--- src/rtl/led_fader_pkg.sv ---
// Shared definitions for the led_fader block: FSM states, default
// parameter values and the saturating fade-step helper.
package led_fader_pkg;

   localparam int DEF_N_LED     = 16;
   localparam int DEF_PWM_BITS  = 8;
   localparam int DEF_PRESCALE  = 1000;
   localparam int DEF_FADE_STEP = 8;

   // Widest brightness supported by sat_step; PWM_BITS must not exceed it.
   localparam int STEP_W = 16;

   typedef enum logic [1:0] {
      DISABLED = 2'd0,
      IDLE     = 2'd1,
      FADING   = 2'd2
   } fader_state_e;

   // Move level toward tgt by at most step, landing exactly on tgt
   // instead of overshooting; the rising sum carries one guard bit.
   function automatic logic [STEP_W-1:0] sat_step(
      input logic [STEP_W-1:0] level,
      input logic [STEP_W-1:0] tgt,
      input logic [STEP_W-1:0] step
   );
      logic [STEP_W:0]   sum;
      logic [STEP_W-1:0] res;
      sum = {1'b0, level} + {1'b0, step};
      res = level;
      if (level < tgt) begin
         res = (sum > {1'b0, tgt}) ? tgt : sum[STEP_W-1:0];
      end else if (level > tgt) begin
         res = ((level - tgt) <= step) ? tgt : (level - step);
      end else begin
         res = level;
      end
      return res;
   endfunction

endpackage

--- src/rtl/led_fader_channel.sv ---
// led_pwm_channel: one LED's brightness level, its fade stepping and the
// PWM compare against the shared counter. Output pin is registered.
module led_pwm_channel
   import led_fader_pkg::*;
#(
   parameter int PWM_BITS  = DEF_PWM_BITS,
   parameter int FADE_STEP = DEF_FADE_STEP
) (
   input  logic                clk,
   input  logic                rst,
   input  logic                clr_i,
   input  logic                tick_i,
   input  logic                led_in_i,
   input  logic [PWM_BITS-1:0] max_level_i,
   input  logic [PWM_BITS-1:0] pcnt_i,
   output logic                led_out_o,
   output logic                mismatch_o
);

   logic [PWM_BITS-1:0] tgt_s;
   logic [PWM_BITS-1:0] level_q;
   logic [PWM_BITS-1:0] level_d;
   logic                led_q;
   logic                led_d;

   assign tgt_s      = led_in_i ? max_level_i : '0;
   assign mismatch_o = (level_q != tgt_s);
   assign led_out_o  = led_q;

   // Next level: cleared while disabled, stepped toward target on ticks.
   always_comb begin
      level_d = level_q;
      led_d   = 1'b0;
      if (clr_i) begin
         level_d = '0;
         led_d   = 1'b0;
      end else begin
         led_d = (level_q > pcnt_i);
         if (tick_i) begin
            level_d = PWM_BITS'(sat_step(STEP_W'(level_q), STEP_W'(tgt_s),
                                         STEP_W'(FADE_STEP)));
         end else begin
            level_d = level_q;
         end
      end
   end

   // Level and PWM output registers.
   always_ff @(posedge clk or negedge rst) begin
      if (!rst) begin
         level_q <= '0;
         led_q   <= 1'b0;
      end else begin
         level_q <= level_d;
         led_q   <= led_d;
      end
   end

endmodule

--- src/rtl/led_fader.sv ---
// led_fader: per-LED brightness fader and PWM driver for the board LEDs.
// Holds the fade prescaler, the shared PWM counter and the
// DISABLED/IDLE/FADING FSM. Optional macro LED_FADER_INSYNC_EN adds a
// 2-flop synchronizer on led_in for asynchronous pattern sources.
module led_fader
   import led_fader_pkg::*;
#(
   parameter int N_LED     = DEF_N_LED,
   parameter int PWM_BITS  = DEF_PWM_BITS,
   parameter int PRESCALE  = DEF_PRESCALE,
   parameter int FADE_STEP = DEF_FADE_STEP
) (
   input  logic                clk,
   input  logic                rst,
   input  logic                enable,
   input  logic [N_LED-1:0]    led_in,
   input  logic [PWM_BITS-1:0] max_level,
   output logic [N_LED-1:0]    led_out,
   output logic                busy
);

   localparam int                  PRE_W    = $clog2(PRESCALE);
   localparam logic [PRE_W-1:0]    PRE_MAX  = PRE_W'(PRESCALE - 1);
   // PWM period is 2^PWM_BITS-1 so that the full-scale level is always on.
   localparam logic [PWM_BITS-1:0] PCNT_MAX = PWM_BITS'((1 << PWM_BITS) - 2);

   logic [N_LED-1:0]    led_use_s;
   logic [N_LED-1:0]    led_s;
   logic [N_LED-1:0]    mismatch_s;
   logic                tick_s;
   logic [PRE_W-1:0]    pre_q;
   logic [PRE_W-1:0]    pre_d;
   logic [PWM_BITS-1:0] pcnt_q;
   logic [PWM_BITS-1:0] pcnt_d;
   fader_state_e        state_q;
   fader_state_e        state_d;

`ifdef LED_FADER_INSYNC_EN
   logic [N_LED-1:0] sync1_q;
   logic [N_LED-1:0] sync2_q;

   // Two-stage synchronizer for an asynchronous led_in source.
   always_ff @(posedge clk or negedge rst) begin
      if (!rst) begin
         sync1_q <= '0;
         sync2_q <= '0;
      end else begin
         sync1_q <= led_in;
         sync2_q <= sync1_q;
      end
   end

   assign led_use_s = sync2_q;
`else
   assign led_use_s = led_in;
`endif

   assign tick_s = enable && (pre_q == PRE_MAX);

   // Prescaler and PWM counter advance; both held at zero while disabled.
   always_comb begin
      pre_d  = '0;
      pcnt_d = '0;
      if (!enable) begin
         pre_d  = '0;
         pcnt_d = '0;
      end else begin
         pre_d  = (pre_q == PRE_MAX) ? '0 : (pre_q + PRE_W'(1));
         pcnt_d = (pcnt_q == PCNT_MAX) ? '0 : (pcnt_q + PWM_BITS'(1));
      end
   end

   // FSM next state: enable dominates, otherwise track level/target match.
   always_comb begin
      state_d = state_q;
      if (!enable) begin
         state_d = DISABLED;
      end else begin
         case (state_q)
            DISABLED: state_d = IDLE;
            IDLE:     state_d = (|mismatch_s) ? FADING : IDLE;
            FADING:   state_d = (|mismatch_s) ? FADING : IDLE;
            default:  state_d = IDLE;
         endcase
      end
   end

   // Counter and FSM state registers.
   always_ff @(posedge clk or negedge rst) begin
      if (!rst) begin
         pre_q   <= '0;
         pcnt_q  <= '0;
         state_q <= IDLE;
      end else begin
         pre_q   <= pre_d;
         pcnt_q  <= pcnt_d;
         state_q <= state_d;
      end
   end

   for (genvar i = 0; i < N_LED; i++) begin : g_ch
      led_pwm_channel #(
         .PWM_BITS  (PWM_BITS),
         .FADE_STEP (FADE_STEP)
      ) u_ch (
         .clk         (clk),
         .rst         (rst),
         .clr_i       (!enable),
         .tick_i      (tick_s),
         .led_in_i    (led_use_s[i]),
         .max_level_i (max_level),
         .pcnt_i      (pcnt_q),
         .led_out_o   (led_s[i]),
         .mismatch_o  (mismatch_s[i])
      );
   end

   assign led_out = led_s;
   assign busy    = (state_q == FADING);

endmodule

--- config.mk ---
export PLATFORM = sky130hd
export DESIGN_NAME = led_fader
export DESIGN_NICKNAME = d
export VERILOG_FILES = /design/src/rtl/led_fader_pkg.sv /design/src/rtl/led_fader_channel.sv /design/src/rtl/led_fader.sv
export SDC_FILE = /design/constraint.sdc
export NUM_CORES = 1
export LEC_CHECK = 0
export CAP_MARGIN = 20
export CORE_MARGIN = 5
export CORE_UTILIZATION = 62
export DETAILED_ROUTE_END_ITERATION = 8
export PLACE_DENSITY = 0.85
export REMOVE_ABC_BUFFERS = 1
export SLEW_MARGIN = 15
export SYNTH_ARGS = -nofsm -noshare
export SYNTH_HDL_FRONTEND = slang
export SYNTH_SLANG_ARGS = --single-unit
--- constraint.sdc ---
create_clock -name clk -period 3.9 [get_ports clk]
set_clock_uncertainty 0.15 [all_clocks]
set_input_delay 0.39 -clock clk [delete_from_list [all_inputs] [get_ports clk]]
set_output_delay 0.39 -clock clk [all_outputs]
set_load 0.01 [all_outputs]
==> impl_metrics.ini, run 1 <==
[synthesis]
ys_types = 91
synthArstFlopShare = 1.00
seq_area_frac_synth = 0.177
synth_edf_count = 0
ys_warn_count = 0
yosys_register_bits = 164
syn-instance-count = 2973
syn_area_sq_mm = 0.0231
synth_flop_cell = dfrtp_1
syn_area_per_cell_sq_um = 7.79

[route]
vias_per_cell = 6.70
drc_errors = 0
via_count = 24000
drtIter0Drc = 2212
post_drt_wl_per_cell_um = 19.9
antenna_left = 0
dr.pass1.iters = 6
routed_wl_um = 71300

[cts]
cts_root_buf = clkbuf_16
cts-resized-gates = 0
path_clk_slew_ps = 70
cts_setup_buffers = 0
cts_made_buffers = 17
cts.sinks = 164
clock_latency_ps = 460
ctsHoldBuffers = 1
cts_tree = done
cts_buffer_depth = 2
cts-htree-levels = 4

[worst_hold_path]
worstHoldPathType = primary input to register
holdPathEnd = g_ch[15].u_ch.level_q[1]
min-delay-start = max_level[1]
hold_depth = 4

[worst_setup_path]
critPathMaxFanout = 7
path_cells = inv_1 > ha_1 > ha_1 > a21o_1 > a21oi_1 > nor2b_1 > a2111oi_0 > o21ai_0 > nand2_1 > o31ai_1 > and3_1 > a22o_1
worstReg2RegEnd = g_ch[7].u_ch.level_q[2]
reg2regPathDepth = 12
end_kind = register
rrSetupSlack_ps = 320
cp.required_ps = 4100
slowest_delay_ps = 670
cp_slowest_cell = a2111oi_0
crit_top_cell = ha_1
crit_arrival_ps = 3770
critPathKind = register to register
r2r_start = g_ch[7].u_ch.level_q[4]
worstSetupStartpointType = register

[timing]
finalCritPeriodShare = 0.917
tns_ps = 0
fin_crit_ps = 3580
whs_ps = 272
setup_viol = 0
rsz0062_at_grt = false
relSlewSlack = 0.218
hold_violations = 0
tightest_slew_ps = 1170
fmax_mhz = 280
final_max_slew_viol_count = 0

[final_layout]
drive_gt1_frac = 0.0836
final_nets = 3527
area_growth_pct = 11.1

[floorplanning]
fp-row-count = 70
core_area_sq_mm = 0.0367
dieWidth_um = 203
fp.dieArea_sq_mm = 0.0413
die_h_um = 203
io-pin-count = 44
initial_utilization = 0.631

[global_route]
grt_pass1_vias = 23700
grt_max_degree = 81
met2_usage = 0.564
grt_util_met3 = 0.0544
grt.total_usage = 0.337
busiest_layer = met2
use_met1 = 0.422
antenna_found_initial = 2
grt_overflow = 0
grt_pass1_wl_um = 117000

[power]
p_leak_uw = 0.0122
p_per_area_mw_per_mm2 = 235
vdd_drop_max_mv = 0.346

[placed_design]
place.gp.congestion = 0.983
hpwl_um = 52500
io_buffers = 43

[run_status]
status = finished clean

[job]
maxCapViolations = 0
==> metrics by stage <==
| step | std cells | cell area [sq um] | power (uW) | utilization | setup WS, ps |
|---|---|---|---|---|---|
| floorplan | 2857 | 22600 | 3350 | - | 382 |
| global placement | 3545 | 25100 | 4080 | 0.684 | 104 |
| detailed placement | 3545 | 25100 | 4190 | 0.684 | 23.8 |
| CTS | 3578 | 25700 | 6000 | 0.701 | 436 |
| global route | 3579 | 25700 | 6360 | 0.701 | 98.4 |
| finish | 3579 | 25700 | 6050 | 0.701 | 324 |
==> synth_stat cells, drive strengths merged (15+ instances only) <==
cell	instances	share of area
o211ai	53	0.017
a22o	17	0.0064
xnor2	68	0.026
nand2b	62	0.017
nor2b	80	0.022
buf	31	0.0081
a22oi	19	0.0062
mux2i	39	0.017
o21a	27	0.0088
clkbuf	85	0.014
inv	143	0.023
nor2	193	0.031
dfrtp	163	0.18
and2	40	0.011
a21o	82	0.027
o211a	18	0.0078
o221ai	20	0.0078
a32o	15	0.0065
a211oi	25	0.0081
and3	32	0.0086
a21oi	196	0.043
nor3b	22	0.0071
a31oi	25	0.0068
or3	21	0.0057
nand3	141	0.030
ha	403	0.22
nand3b	19	0.0062
o21ai	211	0.046
nand2	317	0.051
xor2	67	0.025
o31ai	20	0.0065
nand4	64	0.017
nor3	54	0.012
==> kinds of logic after synthesis <==
| logic type | after synthesis | synth area share |
|---|---|---|
| buffers and inverters | 259 | 0.0451 |
| AO/OA/AOI/OAI | 859 | 0.247 |
| AND/OR/NAND/NOR | 1103 | 0.239 |
| XOR/XNOR | 135 | 0.0511 |
| flip-flops | 164 | 0.177 |
| adder cells (fa/ha/maj) | 403 | 0.218 |
| multiplexers | 50 | 0.0222 |
==> final cells by class <==
cell class,instances,area [sq um]
well taps,468,586
flip-flops and latches,164,4110
clock inverters,14,168
diodes,1,2.50
clock buffers,18,429
multi-input cells,2550,18000
inverters,143,537
repair buffers,221,1880
fillers,2913,11000
==> power breakdown <==
group | internal, uW | switching (uW) | total, uW
registers | 1780 | 79.4 | 1860
clock network | 966 | 850 | 1820
logic | 1020 | 1360 | 2380
total | 3760 | 2290 | 6050
==> how the worst max path moves through the flow <==
| stage | slack (ps) | end | from | cells after the start |
|---|---|---|---|---|
| 2_1_floorplan | 380 | g_ch[7].u_ch.level_q[5] | pre_q[0] | 8 |
| 5_1_grt | 100 | g_ch[10].u_ch.level_q[0] | max_level[4] | 14 |
| 3_5_place_dp | 20 | g_ch[10].u_ch.level_q[0] | max_level[4] | 14 |
| 6_report | 320 | g_ch[7].u_ch.level_q[2] | g_ch[7].u_ch.level_q[4] | 12 |
| 4_1_cts | 440 | g_ch[7].u_ch.level_q[2] | g_ch[7].u_ch.level_q[4] | 12 |
| 3_3_place_gp | 100 | g_ch[7].u_ch.level_q[6] | max_level[3] | 13 |
==> cells in the final DEF (no fill, tap or decap), types with 80 or more instances in the layout <==
cell type | Yosys | layout
nor2b_1 | 80 | 80
inv_1 | 143 | 143
ha_1 | 403 | 403
nand3_1 | 141 | 141
dfrtp_1 | 163 | 163
nor2_1 | 192 | 191
a21oi_1 | 195 | 195
o21ai_0 | 194 | 194
a21o_1 | 82 | 82
nand2_1 | 317 | 317
buf_4 | 17 | 167
==> routing by layer <==
metal  up-vias  share of wire  wire (um)
li1      11200              -          -
met1     11200           0.40      28700
met2      1208           0.46      32700
met3       299          0.085       6070
met4         0          0.054       3830
met5         -              0          0
==> critical path: cells and delay by family, from the launching register on <==
family | cells | cell delay [ps]
compound gates | 6 | 1550
simple gates | 3 | 450
fa+ha+maj | 2 | 700
buf+inv | 1 | 80
flops | 1 | 530
==> flip-flops by register name, indices dropped and copies added, names as in the netlist <==
| name | count |
|---|---|
| g_ch.u_ch.level_q | 128 |
| g_ch.u_ch.led_out_o | 16 |
| pre_q | 10 |
| pcnt_q | 8 |
| state_q | 2 |
(Power assumes the default switching activity.)
==> inputs of run 2 (changes only) <==
CORE_UTILIZATION = 59   (was 62)
PLACE_DENSITY = 0.88   (was 0.85)
clock period = 3.1 ns   (was 3.9 ns; I/O delays follow)
==> run 2 against run 1 <==
  * The run now ends with setup timing left
  * Final area increased by 21%
  * Clock power rose by 27%
  * Flip-flop and latch count unchanged
  * Utilization rose by 10 points
  * Final cell count up 17%
  * Critical path depth fell by 1
  * Register-to-register slack worse by 450 ps
  * Critical path type unchanged
  * Critical endpoint is now g_ch[8].u_ch.level_q[0]
  * Largest power group unchanged
==> impl_metrics.ini, run 2 (synthesized netlist as in run 1, its figures left out) <==
[run_status]
status = finished with violations
violations = setup timing

[floorplanning]
die_h_um = 208
dieWidth_um = 208
core_area_sq_mm = 0.0387
io-pin-count = 44
fp.dieArea_sq_mm = 0.0433
fp-row-count = 72
initial_utilization = 0.598

[route]
dr.pass1.iters = 8
drtIter0Drc = 3286
drc_errors = 0
post_drt_wl_per_cell_um = 21.0
via_count = 27700
vias_per_cell = 6.63
antenna_left = 0
routed_wl_um = 87800

[worst_hold_path]
worstHoldPathType = primary input to register

[global_route]
grt_pass1_vias = 26900
antenna_found_initial = 2
grt_pass1_wl_um = 130000
grt_max_degree = 60
grt.total_usage = 0.359
grt_overflow = 0

[final_layout]
drive_gt1_frac = 0.267
final_cell_mix = buf_4, ha_1, nand2_1
top_register = g_ch.u_ch.level_q
final_common_cell = buf_4
final_nets = 4074
area_growth_pct = 34.1
finish.utilization = 0.801
largest_reg_flops = 128
n_fill_cell = 2439

[cts]
path_clk_slew_ps = 70
cts-htree-levels = 4
cts_root_buf = clkbuf_16
clock_latency_ps = 500
cts_buffer_depth = 2
cts.sinks = 164
cts_made_buffers = 17
cts_tree = done

[timing]
final_max_slew_viol_count = 0
fin_ws_ps = -125
hold_violations = 0
rsz0062_at_grt = true
fin_crit_ps = 3230
finalCritPeriodShare = 1.04
fmax_mhz = 310
relSlewSlack = 0.213
setup_viol = 13
tightest_slew_ps = 1180

[placed_design]
io_buffers = 43
hpwl_um = 59400
place.gp.congestion = 0.977

[worst_setup_path]
worstSetupStartpointType = register
cp.required_ps = 3320
slowest_delay_ps = 440
path_cells = ha_4 > nor2b_1 > o21ai_0 > o311ai_1 > nand2_1 > o22a_1 > and4_4 > buf_6 > a21o_4 > buf_4 > o311ai_0
crit_arrival_ps = 3440
cp_slowest_cell = o311ai_1
end_kind = register
critPathMaxFanout = 5
critPathKind = register to register

[power]
p_per_area_mw_per_mm2 = 279
design_power_total_uw = 8650
vdd_drop_max_mv = 0.417
p_leak_uw = 0.0151

[job]
maxCapViolations = 0
[run 2: cell types whose count changed in the layout (fill, tap and decap cells not counted), moves of 15 or more]
| cell | change |
|---|---|
| dfrtp_2 | +22 |
| ha_1 | -29 |
| dfrtp_1 | -22 |
| a21oi_1 | -16 |
| ha_4 | +19 |
| buf_4 | +523 |
| o21ai_0 | -15 |
[run 2: critical path, delay by kind of cell (launching register included)]
family                   cells  cell delay [ps]
AO/OA/AOI/OAI                5             1400
adder cells (fa/ha/maj)      1              290
buffers and inverters        2              270
flip-flops                   1              430
AND/OR/NAND/NOR              3              540
[run 2: final cells by class]
cell class | instances | area, sq um | area share
antenna | 3 | 7.51 | 0.000242
clock buffer | 22 | 454 | 0.0146
clock inverter | 10 | 134 | 0.00431
inverter | 143 | 539 | 0.0174
multi-input combinational | 2550 | 18900 | 0.609
sequential | 164 | 4130 | 0.133
tap | 518 | 648 | 0.0209
timing repair buffer | 768 | 6230 | 0.201
[run 2: what timing repair did]
action / in CTS / in global routing
buffers inserted: 14 / 34
resized for setup: 35 / 203
hold buffers: 1 / 0
endpoints found under the hold margin: 46 / 0
pin swaps: 4 / 54
setup endpoints to repair: 64 / 117
cloned: 0 / 3
[run 2: final timing paths]
kind,start,endpoint,slack [ps],cells after the start
setup / recovery,g_ch[8].u_ch.level_q[1],g_ch[8].u_ch.level_q[0],-130,11
hold / removal,max_level[2],g_ch[15].u_ch.level_q[2],130,4
setup reg to reg,g_ch[8].u_ch.level_q[1],g_ch[8].u_ch.level_q[0],-130,11
hold reg to reg,pre_q[0],pre_q[0],350,1
max in group asynchronous,rst,g_ch[4].u_ch.level_q[4],1780,3
min in group asynchronous,rst,g_ch[14].u_ch.level_q[5],210,2
[run 2: report_power, final]
part / switching (uW) / internal (uW) / total, uW / leakage, uW
logic: 2120 / 1900 / 4010 / 0.0126
registers: 78.1 / 2240 / 2320 / 0.00222
clock network: 1040 / 1280 / 2320 / 0.000284
total: 3230 / 5420 / 8650 / 0.0151
[run 2: metal layers]
metal	wire length [um]	up-vias	share of wire	GRT usage
met5	31	-	0.00035	0
met4	6400	2	0.073	0.214
met3	8510	561	0.097	0.0596
met2	39900	1755	0.45	0.600
met1	33000	13000	0.38	0.436
li1	-	12300	-	-
[run 2: stage by stage]
| stage | std cells | instance area (sq um) | TNS (ps) | hold slack [ps] | setup WS (ps) |
|---|---|---|---|---|---|
| after floorplan | 2857 | 22600 | -6450 | -136 | -418 |
| after global placement | 4092 | 29000 | -51470 | 151 | -602 |
| after detailed placement | 4092 | 29000 | -61480 | 157 | -708 |
| after CTS | 4139 | 29900 | -16.1 | 107 | -14.6 |
| after global routing | 4175 | 31000 | -2790 | 156 | -185 |
| final | 4178 | 31000 | -734 | 133 | -125 |
